==> src/rtl/lvdc_bit_timer.sv <==
`default_nettype none
// ============================================================================
// Module      : lvdc_bit_timer
// Description : Bench timing generator: one-hot bit phases, bit/syllable
//               counters, word strobe and mid-bit flip-flop clock strobe.
// Revision    : 1.0 - initial release
// ============================================================================
module lvdc_bit_timer #(
    parameter int PHASES    = 4,
    parameter int BITS      = 14,
    parameter int CLK_PHASE = 2
) (
    input  logic                     clk,
    input  logic                     rst,
    input  logic                     run,
    input  logic                     step,
    output logic [PHASES-1:0]        phase,
    output logic [$clog2(BITS)-1:0]  bit_idx,
    output logic                     syllable,
    output logic                     word_strobe,
    output logic                     ff_clk,
    output logic                     running
);

    localparam int c_bit_w = $clog2(BITS);

    localparam logic [1:0] c_idle  = 2'd0;
    localparam logic [1:0] c_run   = 2'd1;
    localparam logic [1:0] c_drain = 2'd2;

    localparam logic [c_bit_w-1:0] c_last_bit = c_bit_w'(BITS - 1);
    localparam logic [PHASES-1:0]  c_first_ph = {{(PHASES-1){1'b0}}, 1'b1};

    logic [1:0]         r_state;
    logic [PHASES-1:0]  r_phase;
    logic [c_bit_w-1:0] r_bit_idx;
    logic               r_syllable;
    logic               r_word_strobe;
    logic               r_ff_clk;
    logic               r_running;

    logic [1:0]         w_state_nxt;
    logic [PHASES-1:0]  w_phase_nxt;
    logic [c_bit_w-1:0] w_bit_nxt;
    logic               w_syl_nxt;
    logic               w_ws_nxt;
    logic               w_last_ph;

    assign w_last_ph = r_phase[PHASES-1];

    always_comb begin
        w_state_nxt = r_state;
        w_phase_nxt = r_phase;
        w_bit_nxt   = r_bit_idx;
        w_syl_nxt   = r_syllable;
        w_ws_nxt    = 1'b0;
        case (r_state)
            c_idle: begin
                if (run) begin
                    w_state_nxt = c_run;
                    w_phase_nxt = c_first_ph;
                end else if (step) begin
                    w_state_nxt = c_drain;
                    w_phase_nxt = c_first_ph;
                end
            end
            c_run, c_drain: begin
                // RUN and DRAIN differ only in how the run level is sampled
                if (w_last_ph) begin
                    if (r_bit_idx == c_last_bit) begin
                        w_bit_nxt = '0;
                        w_syl_nxt = ~r_syllable;
                        w_ws_nxt  = r_syllable;
                    end else begin
                        w_bit_nxt = r_bit_idx + c_bit_w'(1);
                    end
                    if (run) begin
                        w_state_nxt = c_run;
                        w_phase_nxt = c_first_ph;
                    end else begin
                        w_state_nxt = c_idle;
                        w_phase_nxt = '0;
                    end
                end else begin
                    w_phase_nxt = {r_phase[PHASES-2:0], 1'b0};
                    w_state_nxt = run ? c_run : c_drain;
                end
            end
            default: begin
                w_state_nxt = c_idle;
                w_phase_nxt = '0;
            end
        endcase
    end

    // ff_clk and running are registered from next-state values so they
    // line up with phase without any combinational path from inputs.
    always_ff @(posedge clk or posedge rst) begin
        if (rst) begin
            r_state       <= c_idle;
            r_phase       <= '0;
            r_bit_idx     <= '0;
            r_syllable    <= 1'b0;
            r_word_strobe <= 1'b0;
            r_ff_clk      <= 1'b0;
            r_running     <= 1'b0;
        end else begin
            r_state       <= w_state_nxt;
            r_phase       <= w_phase_nxt;
            r_bit_idx     <= w_bit_nxt;
            r_syllable    <= w_syl_nxt;
            r_word_strobe <= w_ws_nxt;
            r_ff_clk      <= w_phase_nxt[CLK_PHASE];
            r_running     <= (w_state_nxt != c_idle);
        end
    end

    assign phase       = r_phase;
    assign bit_idx     = r_bit_idx;
    assign syllable    = r_syllable;
    assign word_strobe = r_word_strobe;
    assign ff_clk      = r_ff_clk;
    assign running     = r_running;

endmodule
`default_nettype wire
==> config.mk <==
export PLATFORM = sky130hd
export DESIGN_NAME = lvdc_bit_timer
export DESIGN_NICKNAME = d
export VERILOG_FILES = /design/src/rtl/lvdc_bit_timer.sv
export SDC_FILE = /design/constraint.sdc
export NUM_CORES = 1
export LEC_CHECK = 0
export BUFFER_PORTS_ARGS = -buffer_cell sky130_fd_sc_hd__clkbuf_2
export CAP_MARGIN = 25
export CORE_AREA = 2 2 39 41
export DETAILED_ROUTE_END_ITERATION = 10
export DIE_AREA = 0 0 41 43
export GPL_TIMING_DRIVEN = 1
export PLACE_DENSITY = 0.68
export SLEW_MARGIN = 20
export SYNTH_ARGS = -nofsm -noshare
export SYNTH_HDL_FRONTEND = slang
export SYNTH_SLANG_ARGS = --single-unit
==> constraint.sdc <==
create_clock -name clk -period 1.6 [get_ports clk]
set_input_delay 0.32 -clock clk [delete_from_list [all_inputs] [get_ports clk]]
set_output_delay 0.32 -clock clk [all_outputs]
set_load 0.02 [all_outputs]
==> results.md <==
* Run status: completed
* Die area at ~1800 um2
* Fin crit period at 1.47 ns
* Vias in the first global route at 418
* DR vias/cell at approximately 5.2
* Most frequent cells after synthesis: 13 x dfrtp_1, 7 x inv_1, 5 x nand2_1
* CP peak stage delay at 0.39 ns
* HP Class: in2async
* Reg2Reg Depth at 5
* Mapped Cells at 57
* Top cell type's share of synthesized area at 0.531
* Slew margin rel. at 0.680
* FP Rows at 14
* Cell with the most instances after synthesis: dfrtp_1
* Total wire length at 1090 um
* Average size of a mapped cell at around 11 um2
* Die height at approximately 43 um
* Hold_buf cts at 0
* Worst Hold Slack at slightly below 0.03 ns
* RSZ-0062 raised after global routing: no
* Core ar. at roughly 1400 um2
* Fin Setup TNS at 0 ns
* Crit Path Category: reg2reg
* Total number of vias at 474
* Clk_skew at about 0.006 ns
* Final Hold Fails at 0
* NumNets Final at a little over 80
* Async S/R FF share, synth at 1.00
* Max H-tree Level at 1
* CTS Buf Count at 3
* Drt drc at 0
* Reg-to-reg startpoint: r_state[1]$_DFF_PP0_
* Clock Tree Root: clkbuf_4
* Seq/Total Area, Yosys at 0.531
* Maximum clock path buffer count at 2
* Post-synth EDFFs at 0
* I/O pin cnt at 16
* Worst path cell trace: inv_1 > ha_2 > nand2_2 > nor4_4 > xor2_1
* Layout area overhead at 19.0%
* Worst-Margin Slew at approximately 0.48 ns
* Metal-1 WL at 471 um
* Flop-to-flop setup slack at 0.13 ns
* Crit Path Max Fanout at 7
* Slew Limit Fails at 0
* Cell accounting for the most synthesized area: dfrtp_1
* Antenna violations before repair at 0
* Sink Count at 13
* I/O Buffers at 15
* TritonCTS clock tree: built
* Max Fclk at slightly below 0.7 GHz
* Max cap viols at 0
* Synth unique cells at 24
* GRT overflow at 0
* Sw Ratio at 0.425
* Die width at around 41 um
* Top layer in use: met4
* Fillers at between 100 and 150
* Syn. warnings at 0
* Reg2reg end: syllable$_DFFE_PP0P_
* Critical path's slowest cell: ha_2
* Largest net degree at the start of global routing at 14
* Worst Setup Start Kind: flip-flop
* Ant. Diodes at 0
* Final Setup Violations at 0
* Starting Density at 0.443
* Mapped Area at between 600 and 700 um2
* Power per cell area at about 1700 nW/um2
* Routed wire per std cell at 12.0 um
* Arrival @ worst endpoint at roughly 1.7 ns
* Total track usage at 0.147
* Total internal power at 0.723 mW
* Leak at 0.366 nW
* Post-DRT Antenna Nets at 0
* Clk slew on worst S/H paths at 0.08 ns
* Routed met2 length at ~530 um
* WL met3 at about 74 um
* Critical Path End: syllable$_DFFE_PP0P_
* Initial DRC count at 7
* Share of cells above drive strength 1 at 0.293
* Most common flop cell mapped by yosys: dfrtp_1
* Syn Nets at 63
* Switching power at ~0.53 mW
* Worst Setup End Kind: flip-flop
* Seq cells post-synth at 13
* Period utilisation layout at 0.918
* Required @ worst endpoint at about 1.8 ns
* First-pass DRT Iterations at 4
* Final GP Congestion at ~0.68
* Clock power frac at 0.157
* Comb pwr share at 0.419
* Worst-Skew Late Latency at between 0.2 and 0.3 ns
* Worst setup path startpoint: r_state[1]$_DFF_PP0_
* Maximum vdd ir drop at 0.806 mV
* HPWL Detailed at 804 um
* Pwr Total at about 1.3 mW
* Synth top area cells: dfrtp_1 53%, inv_1 4.3%, ha_1 4.1%
* Sequential power share at 0.424
* First-pass GRT wire length at around 1700 um
area by class of cell:
class	instances	area (um2)	share of cell area
Sequential cell	13	325	0.446
Multi-Input combinational cell	36	256	0.352
Timing Repair Buffer	15	75.1	0.103
Clock buffer	4	26.3	0.0360
Inverter	7	26.3	0.0360
Tap cell	16	20.0	0.0274
worst max-delay path, delay by kind of cell (launching register included):
family,cells,cell delay [ns]
XOR/XNOR,1,0.17
adder cells (fa/ha/maj),1,0.39
buffers and inverters,1,0.06
flip-flops,1,0.37
AND/OR/NAND/NOR,2,0.39
through the flow:
step | setup WS [ns] | util | cells | area, um2
final | 0.131 | 0.527 | 91 | 729
after global placement | 0.172 | 0.506 | 87 | 701
after detailed placement | 0.130 | 0.506 | 87 | 701
after floorplan | 0.258 | - | 57 | 613
after global routing | 0.0323 | 0.527 | 91 | 729
after CTS | 0.105 | 0.525 | 91 | 727
power groups by stage:
stage	Clock, mW	Sequential (mW)	Combinational, mW
after floorplan	0	0.618	0.289
after CTS	0.203	0.533	0.521
after detailed placement	0	0.539	0.517
after global placement	0	0.535	0.502
final	0.197	0.533	0.527
after global routing	0.220	0.550	0.576
sequential cells by signal, summed over array words and instances, names as in the netlist:
| name | flops |
|---|---|
| syllable | 1 |
| phase | 4 |
| word_strobe | 1 |
| running | 1 |
| r_state | 2 |
| bit_idx | 4 |
worst min path at each step:
stage | from | to | slack [ns]
floorplan | rst | bit_idx[0]$_DFFE_PP0P_ | 0.20
global placement | rst | phase[0]$_DFFE_PP0P_ | 0.33
detailed placement | rst | phase[3]$_DFFE_PP0P_ | 0.35
CTS | rst | bit_idx[3]$_DFFE_PP0P_ | 0.05
global route | rst | bit_idx[0]$_DFFE_PP0P_ | 0.08
finish | rst | bit_idx[1]$_DFFE_PP0P_ | 0.03
repair_timing:
action	in CTS	in global routing
buffers inserted	0	0
resized for setup	0	1
endpoints found under the setup margin	0	1
cell families (layout without fill, tap and decap cells):
family / after synthesis / in the layout / share of synthesized area
xor+xnor: 3 / 3 / 0.0429
simple gates: 19 / 19 / 0.204
fa+ha+maj: 2 / 2 / 0.0408
flops: 13 / 13 / 0.531
compound gates: 12 / 12 / 0.127
buf+inv: 8 / 26 / 0.0551
placed cells by master, fill, tap and decap left out, types with 2 or more instances in the layout:
cell	Yosys	routed
clkbuf_2	0	15
xor2_1	2	2
dfrtp_1	13	13
a21oi_1	2	2
nand2b_1	2	2
a21o_1	2	2
nand3_1	2	2
nand2_1	5	5
o21ai_0	4	4
inv_1	7	7
nand4_1	2	2
o41ai_1	2	2
clkbuf_4	0	3
metal layers:
metal | GRT usage | vias to the layer above
li1 | - | 233
met1 | 0.169 | 217
met2 | 0.228 | 20
met3 | 0.0471 | 4
met4 | 0.0800 | 0
met5 | 0 | -
(Power assumes the default switching activity.)
